## src/rtl/microwave_pkg.sv

```systemverilog
// Shared types and constants for the microwave controller slice.
package microwave_pkg;

   typedef enum logic [1:0] {IDLE, COOK, PAUSE, DONE} state_t;

   typedef logic [3:0] bcd_t;

   typedef struct packed {
      bcd_t min_tens;
      bcd_t min_ones;
      bcd_t sec_tens;
      bcd_t sec_ones;
   } mmss_t;

   localparam bcd_t  BCD_MAX          = 4'd9;
   localparam mmss_t QUICK_START_TIME = '{min_tens: 4'd0, min_ones: 4'd0, sec_tens: 4'd3, sec_ones: 4'd0};

endpackage

```

## src/rtl/microwave_if.sv

```systemverilog
// Link between the keypad encoder (master) and the microwave controller (slave).
interface microwave_if;
   import microwave_pkg::*;

   bcd_t d;
   logic load;
   logic pgt_1hz;
   logic enable;

   modport master (output d, output load, output pgt_1hz, input enable);
   modport slave  (input d, input load, input pgt_1hz, output enable);

endinterface

```

## src/rtl/microwave_bcd_mmss_down_counter.sv

```systemverilog
// Four-digit MM:SS BCD register with shift-in load, clear, preset and borrow-wrapping decrement.
module bcd_mmss_down_counter
   import microwave_pkg::*;
#(
   parameter int unsigned MAX_MIN_TENS = 9
) (
   input  logic  clk,
   input  logic  rst_n,
   input  logic  shift_en,
   input  bcd_t  shift_d,
   input  logic  clear,
   input  logic  preset,
   input  mmss_t preset_val,
   input  logic  dec,
   output mmss_t time_q,
   output logic  is_zero,
   output logic  is_one
);

   mmss_t time_d;

   always_comb begin
      time_d = time_q;
      if (clear) begin
         time_d = '0;
      end else if (preset) begin
         time_d = preset_val;
      end else if (dec) begin
         // Non-normalised seconds (e.g. 99) count down digit-wise; wrap to 5 only on a borrow out of sec_tens.
         if (time_q.sec_ones != '0) begin
            time_d.sec_ones = time_q.sec_ones - 4'd1;
         end else begin
            time_d.sec_ones = 4'd9;
            if (time_q.sec_tens != '0) begin
               time_d.sec_tens = time_q.sec_tens - 4'd1;
            end else begin
               time_d.sec_tens = 4'd5;
               if (time_q.min_ones != '0) begin
                  time_d.min_ones = time_q.min_ones - 4'd1;
               end else begin
                  time_d.min_ones = 4'd9;
                  time_d.min_tens = time_q.min_tens - 4'd1;
               end
            end
         end
      end else if (shift_en && (shift_d <= BCD_MAX) && ({28'd0, time_q.min_ones} <= MAX_MIN_TENS)) begin
         time_d = {time_q.min_ones, time_q.sec_tens, time_q.sec_ones, shift_d};
      end
   end

   always_ff @(posedge clk or negedge rst_n) begin
      if (!rst_n) begin
         time_q <= '0;
      end else begin
         time_q <= time_d;
      end
   end

   assign is_zero = (time_q == mmss_t'(16'h0000));
   assign is_one  = (time_q == mmss_t'(16'h0001));

endmodule

```

## src/rtl/microwave_controller.sv

```systemverilog
// Microwave cook/pause/done sequencer driving the encoder enable and magnetron.
// Optional MICROWAVE_QUICK_START_EN: start at 0000 with the door closed cooks for 0030.
module microwave_controller
   import microwave_pkg::*;
#(
   parameter int unsigned DONE_TICKS   = 3,
   parameter int unsigned MAX_MIN_TENS = 9
) (
   input  logic             clk,
   input  logic             rst_n,
   microwave_if.slave       enc,
   input  logic             start,
   input  logic             stop_clear,
   input  logic             door_closed,
   output logic             mag_on,
   output logic             done,
   output bcd_t             min_tens,
   output bcd_t             min_ones,
   output bcd_t             sec_tens,
   output bcd_t             sec_ones
);

   localparam int unsigned TW = (DONE_TICKS > 1) ? $clog2(DONE_TICKS) : 1;
   localparam logic [TW-1:0] TICK_LAST = TW'(DONE_TICKS - 1);

   state_t        state_q, state_d;
   logic [TW-1:0] tick_cnt, tick_cnt_d;
   logic          start_q, stop_q, start_p, stop_p;
   logic          shift_en, clear, preset, dec;
   logic          is_zero, is_one;
   mmss_t         time_q;

   bcd_mmss_down_counter #(
      .MAX_MIN_TENS (MAX_MIN_TENS)
   ) u_counter (
      .clk        (clk),
      .rst_n      (rst_n),
      .shift_en   (shift_en),
      .shift_d    (enc.d),
      .clear      (clear),
      .preset     (preset),
      .preset_val (QUICK_START_TIME),
      .dec        (dec),
      .time_q     (time_q),
      .is_zero    (is_zero),
      .is_one     (is_one)
   );

   always_ff @(posedge clk or negedge rst_n) begin
      if (!rst_n) begin
         start_q <= 1'b0;
         stop_q  <= 1'b0;
         start_p <= 1'b0;
         stop_p  <= 1'b0;
      end else begin
         start_q <= start;
         stop_q  <= stop_clear;
         start_p <= start & ~start_q;
         stop_p  <= stop_clear & ~stop_q;
      end
   end

   always_comb begin
      state_d    = state_q;
      tick_cnt_d = '0;
      shift_en   = 1'b0;
      clear      = 1'b0;
      preset     = 1'b0;
      dec        = 1'b0;
      case (state_q)
         IDLE: begin
            if (stop_p) begin
               clear = 1'b1;
            end else if (start_p && door_closed && !is_zero) begin
               state_d = COOK;
`ifdef MICROWAVE_QUICK_START_EN
            end else if (start_p && door_closed) begin
               preset  = 1'b1;
               state_d = COOK;
`endif
            end else begin
               shift_en = enc.load;
            end
         end
         COOK: begin
            if (stop_p || !door_closed) begin
               state_d = PAUSE;
            end else if (enc.pgt_1hz) begin
               if (is_one || is_zero) begin
                  clear   = 1'b1;
                  state_d = DONE;
               end else begin
                  dec = 1'b1;
               end
            end
         end
         PAUSE: begin
            if (stop_p) begin
               clear   = 1'b1;
               state_d = IDLE;
            end else if (start_p && door_closed) begin
               state_d = COOK;
            end
         end
         DONE: begin
            tick_cnt_d = tick_cnt;
            if (stop_p || !door_closed) begin
               state_d    = IDLE;
               tick_cnt_d = '0;
            end else if (enc.pgt_1hz) begin
               if (tick_cnt == TICK_LAST) begin
                  state_d    = IDLE;
                  tick_cnt_d = '0;
               end else begin
                  tick_cnt_d = tick_cnt + 1'b1;
               end
            end
         end
         default: state_d = IDLE;
      endcase
   end

   // Outputs are registered from the next state so they change on the same edge as the state.
   always_ff @(posedge clk or negedge rst_n) begin
      if (!rst_n) begin
         state_q    <= IDLE;
         tick_cnt   <= '0;
         mag_on     <= 1'b0;
         done       <= 1'b0;
         enc.enable <= 1'b0;
      end else begin
         state_q    <= state_d;
         tick_cnt   <= tick_cnt_d;
         mag_on     <= (state_d == COOK);
         done       <= (state_d == DONE);
         enc.enable <= (state_d == COOK) || (state_d == DONE);
      end
   end

   assign min_tens = time_q.min_tens;
   assign min_ones = time_q.min_ones;
   assign sec_tens = time_q.sec_tens;
   assign sec_ones = time_q.sec_ones;

endmodule

```

## src/flat_wrapper.sv

```systemverilog
// flat-port wrapper written by rule: the top's interface ports become plain ports
module microwave_controller_flat import microwave_pkg::*;
#(
   parameter int unsigned DONE_TICKS   = 3,
   parameter int unsigned MAX_MIN_TENS = 9
)
  (clk, rst_n, start, stop_clear, door_closed, mag_on, done, min_tens, min_ones, sec_tens, sec_ones, enc_d, enc_load, enc_pgt_1hz, enc_enable);
  microwave_if enc_i ();
  input  logic clk;
  input  logic rst_n;
  input  logic start;
  input  logic stop_clear;
  input  logic door_closed;
  output logic mag_on;
  output logic done;
  output bcd_t min_tens;
  output bcd_t min_ones;
  output bcd_t sec_tens;
  output bcd_t sec_ones;
  input wire logic [$bits(enc_i.d)-1:0] enc_d;
  input wire logic [$bits(enc_i.load)-1:0] enc_load;
  input wire logic [$bits(enc_i.pgt_1hz)-1:0] enc_pgt_1hz;
  output wire logic [$bits(enc_i.enable)-1:0] enc_enable;
  assign enc_i.d = enc_d;
  assign enc_i.load = enc_load;
  assign enc_i.pgt_1hz = enc_pgt_1hz;
  assign enc_enable = enc_i.enable;
  microwave_controller #(.DONE_TICKS(DONE_TICKS), .MAX_MIN_TENS(MAX_MIN_TENS)) u_core (.clk(clk), .rst_n(rst_n), .enc(enc_i), .start(start), .stop_clear(stop_clear), .door_closed(door_closed), .mag_on(mag_on), .done(done), .min_tens(min_tens), .min_ones(min_ones), .sec_tens(sec_tens), .sec_ones(sec_ones));
endmodule
```

## config.mk

```make
export PLATFORM = sky130hd
export DESIGN_NAME = microwave_controller_flat
export DESIGN_NICKNAME = d
export VERILOG_FILES = /design/src/rtl/microwave_pkg.sv /design/src/rtl/microwave_if.sv /design/src/rtl/microwave_bcd_mmss_down_counter.sv /design/src/rtl/microwave_controller.sv /design/src/flat_wrapper.sv
export SDC_FILE = /design/constraint.sdc
export NUM_CORES = 1
export LEC_CHECK = 0
export CAP_MARGIN = 30
export CORE_UTILIZATION = 50
export CTS_CLUSTER_DIAMETER = 50
export DETAILED_ROUTE_END_ITERATION = 10
export MAX_ROUTING_LAYER = met4
export PLACE_DENSITY_LB_ADDON = 0.05
export SLEW_MARGIN = 20
export SYNTH_ARGS = -nofsm -noshare
export SYNTH_HDL_FRONTEND = slang
export SYNTH_SLANG_ARGS = --single-unit
```

## constraint.sdc

```tcl
create_clock -name clk -period 5 [get_ports clk]
set_input_delay 1 -clock clk [delete_from_list [all_inputs] [get_ports clk]]
set_output_delay 1 -clock clk [all_outputs]
set_load 0.02 [all_outputs]
```

After elaboration in Yosys (flattened, before gate mapping)
Cells that the tools add are included.
Word-level totals
  register bits after elaboration: 27
  output and inout port bits: 19
  word-level logic and storage cells: 90
Cells by class
  $add $sub $neg: 5
  magnitude comparators: 2
  eq/ne operators: 11
  muxes and demuxes: 36
  bitwise logic cells: 4
  reduce and logical (&&, ||, !) cells: 19
Operators by type and width (count)
  16-bit two-way mux: 3
  2-bit two-way mux: 14
  16-bit by 1-bit equality test with 1-bit output, second input constant: 1
  16-bit logical NOT: 1
  4-bit two-way mux: 4
  4-bit by 1-bit subtractor with 4-bit output, second input constant: 4
  12-bit two-way mux: 1
  3-bit by 2-bit inequality test with 1-bit output, second input constant: 4
  4-bit nonzero test: 3
  1-bit two-way mux: 11
  2-bit equality test, second input constant: 4
  4-bit less-or-equal comparator, second input constant: 2
  8-bit two-way mux: 1
  2-bit one-hot mux with 4 select lines: 1
  2-bit by 1-bit equality test with 1-bit output, second input constant: 2
  1-bit logical AND: 4
  4-bit AND reduction: 1
  1-bit logical OR: 3
  3-bit AND reduction: 1
  3-bit nonzero test: 1
  2-bit by 1-bit adder with 2-bit output, second input constant: 1
  1-bit bitwise AND: 2
  1-bit logical NOT: 2
  2-bit logical NOT: 1
  other kinds (4): 5

Longest topological paths before layout
Gate-level depths: netlist (run 1).
  depth in word-level cells: 11
  gate-level depth with buffers: 8
  gate-level depth less buffers: 7

Cells and area by module
A second synthesis (run 1) with hierarchy kept.
Unflattened totals
  cell total of the unflattened synthesis: 208
  area, all modules: 1858.0 um^2
By module, submodules not included
  bcd_mmss_down_counter: instances 1, cells an instance 155, area each 1331.3 um^2, seq. area each 400.4 um^2
  microwave_controller: instances 1, cells an instance 53, area each 526.8 um^2, seq. area each 275.3 um^2

Worst setup path before layout (run 1)
OpenSTA, ideal clock, no wires.
  kind: input -> register
  start: input port door_closed
  end: register u_core.u_counter.time_q[11] (netlist name)
  arrival: 2.147 ns
  slack: 2.733 ns
  stages on the path: 6
  path buffers: 1
  path through: nand2b_1 nor3_1 buf_2 nand4_1 and2_1 a31o_1
On the way
  longest elaborated chain between the ends: 9
  elaborated cells on any way between the ends: 19
Ends and longest elaborated chain
  from (decl): RTL line flat_wrapper.sv:13  | input logic door_closed;
  1-bit logical AND (2 in a row): RTL line microwave_controller.sv:74  | end else if (start_p && door_closed && !is_zero) begin
  1-bit two-way mux: RTL line microwave_controller.sv:74
  1-bit two-way mux: RTL line microwave_controller.sv:72  | if (stop_p) begin
  1-bit two-way mux: RTL line microwave_controller.sv:70  | case (state_q)
  1-bit logical AND (2 in a row): RTL line microwave_bcd_mmss_down_counter.sv:46  | end else if (shift_en && (shift_d <= BCD_MAX) && ({28'd0, time_q.min_ones} <= MAX_MIN_TENS)) begin
  3-bit nonzero test (no line)
  3-bit AND reduction (no line)
Parallel ways exist; a longest one is shown, timed or not.
A chain may end at the register's enable or synchronous reset.

Worst setup path after layout (run 1)
  start: input port door_closed
  end: register u_core.u_counter.time_q[4] (netlist name)
On the way
  longest elaborated chain between the ends: 9
  elaborated cells on any way between the ends: 18
Ends and longest elaborated chain (RTL line)
  1-bit logical AND (2 in a row): microwave_controller.sv:74
  1-bit two-way mux: microwave_controller.sv:74
  1-bit two-way mux: microwave_controller.sv:72
  1-bit two-way mux: microwave_controller.sv:70
  1-bit logical AND (2 in a row): microwave_bcd_mmss_down_counter.sv:46
  3-bit nonzero test (no line)
  2-bit AND reduction (no line)
Parallel ways exist; a longest one is shown, timed or not.

==> implementation parameters, run 1 <==
Parameter                              Value

Timing
  Number of endpoints failing setup at the final stage ... 0
  Setup TNS after final layout ... 0 ns
  Worst-Margin Slew ... 0.6766 ns
  Hold Fails Final Rpt ... 0
  Post-layout minimum cycle time ... 2.780 ns
  Setup slack after layout ... 2.220 ns
  Final Max Slew Viols ... 0
  Slew HR ... 54.89%
  Setup repair after global routing missed its margin ... false
  Worst clock skew ... 0.007880 ns
  Tightest hold margin ... about 0.41 ns
  Peak clock frequency supported by timing ... 0.3597 GHz
  Part of the cycle the worst path needs ... 55.60%

Synth
  Number of distinct library cell variants in the gate-level netlist after synthesis ... 56
  Asr flop ratio synth ... 100.0%
  Number of enable-type register cells in the synthesized netlist ... 0
  Cell count after synthesis ... 180
  Area of the mapped netlist ... 1745 sq um
  Post-synthesis cell type with the largest combined area ... dfrtp_1
  Most common flop cell mapped by yosys ... dfrtp_1
  Portion of the post-synthesis area used by sequential elements ... 38.71%
  Fraction of post-synthesis cell area in the top cell type by area ... 38.71%
  Ranking of synthesized cells by area ... dfrtp_1 39%, o21ai_0 4.3%, nor4_4 3.7%, a21oi_1 3.2%, nand3_1 2.6%
  Count of yosys warnings during synthesis ... 0
  Total nets after synthesis ... 193
  #FFs+latches synth ... 27
  Mapped Avg Cell Area ... around 9.7 sq um

Clock tree
  Latest clock arrival within the worst-skew pair ... approximately 0.33 ns
  Setup Buffers After CTS ... 0
  Post-CTS clock slew at the launch and capture registers of the worst setup and hold paths ... 0.15 ns
  Cts hold-fix bufs ... 0
  TritonCTS clock tree ... built
  Root Driver ... clkbuf_4
  # H-tree levels ... 1
  Resized cells post-CTS ... 0
  CTS sink cnt ... 27
  Total clock buffers created by CTS ... 3
  Maximum number of buffers from clock root to sink ... 2

Placement
  Placed standard-cell area ... between 2000 and 2500 sq um
  Count of buffers from port buffering ... 29
  Final HPWL from detailed placement ... 2930 um
  Routability Congestion ... between 0.9 and 1
  Placement Setup Slack ... 1.927 ns

Layout
  Post-layout nets ... 220
  Post-Layout Inst Area ... 2062 sq um
  Share of cells above drive strength 1 ... 11.65%
  Antenna diode count ... 0
  Final Util ... between 60% and 70%
  Layout overhead on the synthesized area ... 18.14%
  Area taken by multi-input logic gates ... 980.9 sq um
  FF/Latch Area ... 675.6 sq um
  Number of fill cells in the layout ... 305

Floorplanning
  Starting utilization of the core area ... 52.31%
  Area enclosed by the die boundary ... 3731 sq um
  Top-level I/O count ... 30
  Floorplan core area ... around 3300 sq um
  Standard-cell row count ... 21
  Vert. Die Dim ... 61.09 um
  X dimension of the die ... between 60 and 70 um

Drt
  Drt wl/cell ... between 15 and 20 um
  Via count ... 1570
  Iteration count of the initial detailed-routing pass ... 4
  Total length of routed wires ... between 4000 and 5000 um
  Post-route antenna net violation count ... 0
  Post-route DRC violation count ... 0
  Number of vias per cell after detailed routing ... 6.230
  1st-iter DRT viols ... 84

Setup path
  Logic depth of the worst register-to-register path ... 5
  Worst R2R Start ... u_core.u_counter.time_q[1]
  Delay of the slowest cell on the worst path ... 0.57 ns
  Element type at the critical path end ... flip-flop
  Largest delay share family, worst path ... compound AO/OA/AOI/OAI gates
  Category of the most critical setup path ... in -> reg
  Req. time, crit path ... around 5.3 ns
  Slowest cell on the critical path ... a21oi_1
  Max Fanout on Critical Path ... 11
  Reg-to-Reg End ... u_core.u_counter.time_q[15]
  Buffering stage count on the worst path with inverters included ... 2
  Worst setup slack for register-to-register paths ... approximately 2.6 ns
  Critical Path Source Type ... input pin
  List of cells traversed by the critical path ... clkdlybuf4s50_1, nand2b_1, nor3_1, buf_4, a21oi_1, o21ai_0, a211oi_2
  Data arrival time of the critical path ... 3.04 ns

Min path
  Worst min path class ... reg -> reg
  Worst hold stages ... 1
  Worst min-delay path startpoint ... u_core.start_q
  Worst Hold End ... u_core.start_p

Global route
  Initial antenna violation count ... 0
  Number of global-route vias before repair ... ~1.4k
  Combined global-route utilization of all metal layers ... 24.18%
  Final global-route overflow total ... 0
  Wire length of the first global-routing pass ... around 6500 um
  Largest net degree at the start of global routing ... 28

Run status
  Status ... complete, no violations

Power and ir drop
  Peak supply drop ... 0.0002099 V
  Leak Pwr ... 0.7729 nW
  Total power per unit cell area ... 391.9 nW/um^2

Job
  Max-capacitance violation count ... 0
-- layout by cell type, fill, tap and decap left out, types with 3 or more instances in the layout --
| cell type | count |
|---|---|
| a32o_1 | 3 |
| clkdlybuf4s50_1 | 29 |
| nand2_1 | 11 |
| o21ai_0 | 15 |
| nor2b_1 | 5 |
| nor3_1 | 9 |
| a31oi_1 | 3 |
| nand4_1 | 5 |
| nor4_4 | 3 |
| nor2_1 | 10 |
| nand2b_1 | 5 |
| inv_1 | 4 |
| and2_1 | 3 |
| o211ai_1 | 4 |
| o22ai_1 | 4 |
| dfrtp_1 | 27 |
| clkbuf_4 | 3 |
| nand3_1 | 9 |
| a21oi_1 | 11 |
-- sequential cells by signal, summed over array words and instances, names as in the netlist --
name	count
u_core.done	1
u_core.enc.enable	1
u_core.mag_on	1
u_core.start_p	1
u_core.start_q	1
u_core.state_q	2
u_core.stop_p	1
u_core.stop_q	1
u_core.tick_cnt	2
u_core.u_counter.time_q	16
-- synth_stat cells, types with 3 or more instances --
cell type	number
nand2b_1	5
dfrtp_1	27
o21ai_0	15
nor4_4	3
a31oi_1	3
and2_1	3
a21oi_1	11
nor3_1	9
buf_2	3
nor2b_1	5
o22ai_1	4
inv_1	4
nand2_1	11
o211ai_1	4
nand4_1	5
nor2_1	10
a32o_1	3
nand3_1	9
-- stage by stage --
step | cells | power [W]
after CTS | 252 | 0.0008049
after global placement | 248 | 0.0007029
after floorplan | 180 | 0.0005937
after detailed placement | 248 | 0.0007090
after global routing | 252 | 0.0008562
final | 252 | 0.0008081
-- layout make-up --
type	instances	share of cell area, %
sequential	27	32.77
inverter	4	0.7282
multi-input combinational	140	47.57
timing repair buffer	31	14.81
clock buffer	3	1.092
clock inverter	1	0.2427
tap	46	2.791
-- logic make-up (layout without fill, tap and decap cells) --
kind of cell | count (synthesis) | count (layout) | share of synthesized area, %
multiplexers | 2 | 2 | 1.147
AND/OR/NAND/NOR | 77 | 77 | 29.32
buffers and inverters | 13 | 39 | 5.089
adder cells (fa/ha/maj) | 2 | 2 | 1.433
AO/OA/AOI/OAI | 59 | 59 | 24.30
flip-flops | 27 | 27 | 38.71
-- report_power, final --
part / internal [W] / switching [W] / total (W)
logic: 0.000168 / 0.000216 / 0.000385
registers: 0.000250 / 0.0000766 / 0.000327
clock network: 0.0000301 / 0.0000664 / 0.0000965
total: 0.000449 / 0.000359 / 0.000808
-- metal layers --
| layer | wire, um | up-vias | part of all wire (%) | global-route usage (%) |
|---|---|---|---|---|
| met4 | 8 | 0 | 0.20 | 8.117 |
| met1 | 1883 | 761 | 47 | 35.66 |
| met3 | 223 | 2 | 5.5 | 3.151 |
| li1 | - | 742 | - | - |
| met5 | 0 | - | 0 | - |
| met2 | 1922 | 65 | 48 | 33.85 |
-- how the worst max path moves through the flow --
stage | from | depth (start not counted) | endpoint
after floorplan | door_closed | 6 | u_core.u_counter.time_q[11]
after global placement | door_closed | 7 | u_core.u_counter.time_q[4]
after detailed placement | door_closed | 7 | u_core.u_counter.time_q[4]
after CTS | door_closed | 7 | u_core.u_counter.time_q[4]
after global routing | door_closed | 7 | u_core.u_counter.time_q[4]
final | door_closed | 7 | u_core.u_counter.time_q[4]
No activity file was read; power rests on OpenSTA's default activity.
==> inputs of run 2 (changes only) <==
CORE_UTILIZATION = 47   (was 50)
clock period = 2.47 ns   (was 5 ns; I/O delays follow)
==> implementation parameters, run 2 (synthesized netlist as in run 1, its figures left out) <==
Parameter                              Value

Run status
  Status ... complete, no violations

Layout
  Post-layout nets ... 231 (+5.0%)
  Post-layout instance count excluding filler cells ... 263 (+4.4%)
  Final Util ... 62.92% (+1.1 points)
  Most frequent cells in the layout ... 29 x clkdlybuf4s50_1, 27 x dfrtp_1, 15 x o21ai_0
  Register with the most flip-flops ... u_core.u_counter.time_q
  Share of cells above drive strength 1 ... 16.13% (+4.5 points)
  Post-Layout Inst Area ... 2166 sq um (+5.0%)
  Number of flip-flops under the largest register name ... 16 (unchanged)
  Most common library cell in the layout ignoring fill and taps ... clkdlybuf4s50_1
  Antenna diode count ... 0 (unchanged)
  Layout overhead on the synthesized area ... 24.09%
  Largest registers ranked by flip-flop count ... u_core.u_counter.time_q: 16 flops, u_core.state_q: 2 flops, u_core.tick_cnt: 2 flops

Placement
  Placement Setup Slack ... -0.1029 ns (-2.030 ns)
  Count of buffers from port buffering ... 29 (unchanged)
  Placed cells ... 259 (+4.4%)
  Placed standard-cell area ... 2117 sq um (+4.1%)
  Final HPWL from detailed placement ... 3237 um (+10%)
  Routability Congestion ... 0.9179 (-0.25%)

Setup path
  Max Fanout on Critical Path ... 14 (+3)
  Buffering stage count on the worst path with inverters included ... 1 (-1)
  List of cells traversed by the critical path ... clkdlybuf4s50_1, nor4b_1, nand3_1, a31oi_4, nor3_1, a2111oi_1
  Data arrival time of the critical path ... 2.43 ns (-0.61 ns)
  Slowest cell on the critical path ... clkdlybuf4s50_1
  Req. time, crit path ... 2.63 ns (-2.63 ns)
  Category of the most critical setup path ... in -> reg
  Largest delay share family, worst path ... compound AO/OA/AOI/OAI gates
  Worst R2R Start ... u_core.u_counter.time_q[12]
  Delay of the slowest cell on the worst path ... 0.45 ns (-0.12 ns)
  Critical Path Source Type ... input pin
  Element type at the critical path end ... flip-flop
  Startpoint of the most critical setup path ... enc_load

Timing
  Final Max Slew Viols ... 0 (unchanged)
  Post-layout minimum cycle time ... 2.264 ns
  Worst clock skew ... 0.004623 ns (-0.003257 ns)
  Part of the cycle the worst path needs ... 91.65%
  Setup repair after global routing missed its margin ... false
  Slew HR ... 54.21% (-0.68 points)
  Number of endpoints failing setup at the final stage ... 0 (unchanged)
  Hold Fails Final Rpt ... 0 (unchanged)
  Tightest hold margin ... 0.4032 ns (-0.005579 ns)
  Peak clock frequency supported by timing ... 0.4417 GHz
  Setup slack after layout ... 0.2062 ns (-2.014 ns)
  Worst-Margin Slew ... 0.6868 ns (+0.01020 ns)

Floorplanning
  Vert. Die Dim ... 62.94 um (+3.0%)
  X dimension of the die ... 62.94 um (+3.0%)
  Area enclosed by the die boundary ... 3961 sq um (+6.2%)
  Floorplan core area ... 3442 sq um (+3.1%)
  Top-level I/O count ... 30 (unchanged)
  Starting utilization of the core area ... 50.71% (-1.6 points)
  Standard-cell row count ... 21 (unchanged)

Min path
  Worst min-delay path startpoint ... u_core.start_q
  Worst min path class ... reg -> reg

Global route
  Fraction of met1 tracks used by global routing ... 33.76% (-1.9 points)
  Met3 global-route usage ... 3.285% (+0.13 points)
  Initial antenna violation count ... 0 (unchanged)
  Combined global-route utilization of all metal layers ... 24.16% (about the same)
  Number of global-route vias before repair ... 1550 (+13%)
  Wire length of the first global-routing pass ... 7389 um (+14%)
  Fraction of met2 tracks used by global routing ... 36.29% (+2.4 points)
  Final global-route overflow total ... 0 (unchanged)
  Most Crowded Layer GR ... met2
  Largest net degree at the start of global routing ... 28 (unchanged)

Clock tree
  CTS sink cnt ... 27 (unchanged)
  # H-tree levels ... 1 (unchanged)
  Resized cells post-CTS ... 0 (unchanged)
  Cts hold-fix bufs ... 0 (unchanged)
  Latest clock arrival within the worst-skew pair ... 0.28 ns (-0.05 ns)
  Post-CTS clock slew at the launch and capture registers of the worst setup and hold paths ... 0.10 ns (-0.05 ns)
  Root Driver ... clkbuf_8
  Maximum number of buffers from clock root to sink ... 2 (unchanged)
  Total clock buffers created by CTS ... 3 (unchanged)
  TritonCTS clock tree ... built
  Setup Buffers After CTS ... 0 (unchanged)

Power and ir drop
  Total power per unit cell area ... 810.3 nW/um^2 (+110%)
  Leak Pwr ... 0.8325 nW (+7.7%)
  Peak supply drop ... 0.0004049 V (+93%)

Drt
  Number of vias per cell after detailed routing ... 6.106 (-2.0%)
  Iteration count of the initial detailed-routing pass ... 4 (unchanged)
  Drt wl/cell ... 16.24 um (+1.3%)
  Post-route antenna net violation count ... 0 (unchanged)
  1st-iter DRT viols ... 104 (+24%)
  Via count ... 1606 (+2.3%)
  Post-route DRC violation count ... 0 (unchanged)
  Total length of routed wires ... 4272 um (+5.8%)

Job
  Max-capacitance violation count ... 0 (unchanged)
## run 2: cell count changes in the layout (fill, tap and decap cells not counted), sizes merged
cell      before  now
buf            2   13
clkinv         1    0
clkinvlp       0    1
## run 2: metal layers
| metal | vias to the layer above | share of wire [%] | wire length [um] |
|---|---|---|---|
| met4 | 0 | 1.5 | 65 |
| met3 | 8 | 4.9 | 208 |
| met1 | 769 | 47 | 2006 |
| met5 | - | 0 | 0 |
| met2 | 57 | 47 | 1991 |
| li1 | 772 | - | - |
## run 2: where the power goes
group | internal [W] | switching (W) | total, W
Clock | 0.000115 | 0.000150 | 0.000265
Combinational | 0.000383 | 0.000477 | 0.000860
Sequential | 0.000508 | 0.000123 | 0.000630
Total | 0.00101 | 0.000750 | 0.00176
## run 2: worst paths after layout
kind,end,slack (ns),cells past startpoint
worst max-delay path,u_core.u_counter.time_q[0],0.21,6
worst min-delay path,u_core.start_p,0.40,1
worst max register to register,u_core.u_counter.time_q[4],0.23,7
worst min register to register,u_core.start_p,0.40,1
max in group asynchronous,u_core.tick_cnt[1],1.64,2
min in group asynchronous,u_core.u_counter.time_q[15],0.57,2
## run 2: layout make-up
class,instances,area (sq um)
well taps,46,57.56
repair buffers,42,387.9
multi-input cells,140,980.9
inverters,4,15.01
clock buffers,3,41.29
flip-flops and latches,27,675.6
clock inverters,1,7.507
fillers,290,1276
## run 2: stage by stage
stage	TNS (ns)	power, W
after detailed placement	-0.2631	0.001491
after global routing	0	0.001865
after floorplan	0	0.001202
after CTS	0	0.001754
after global placement	-0.06198	0.001474
final	0	0.001755
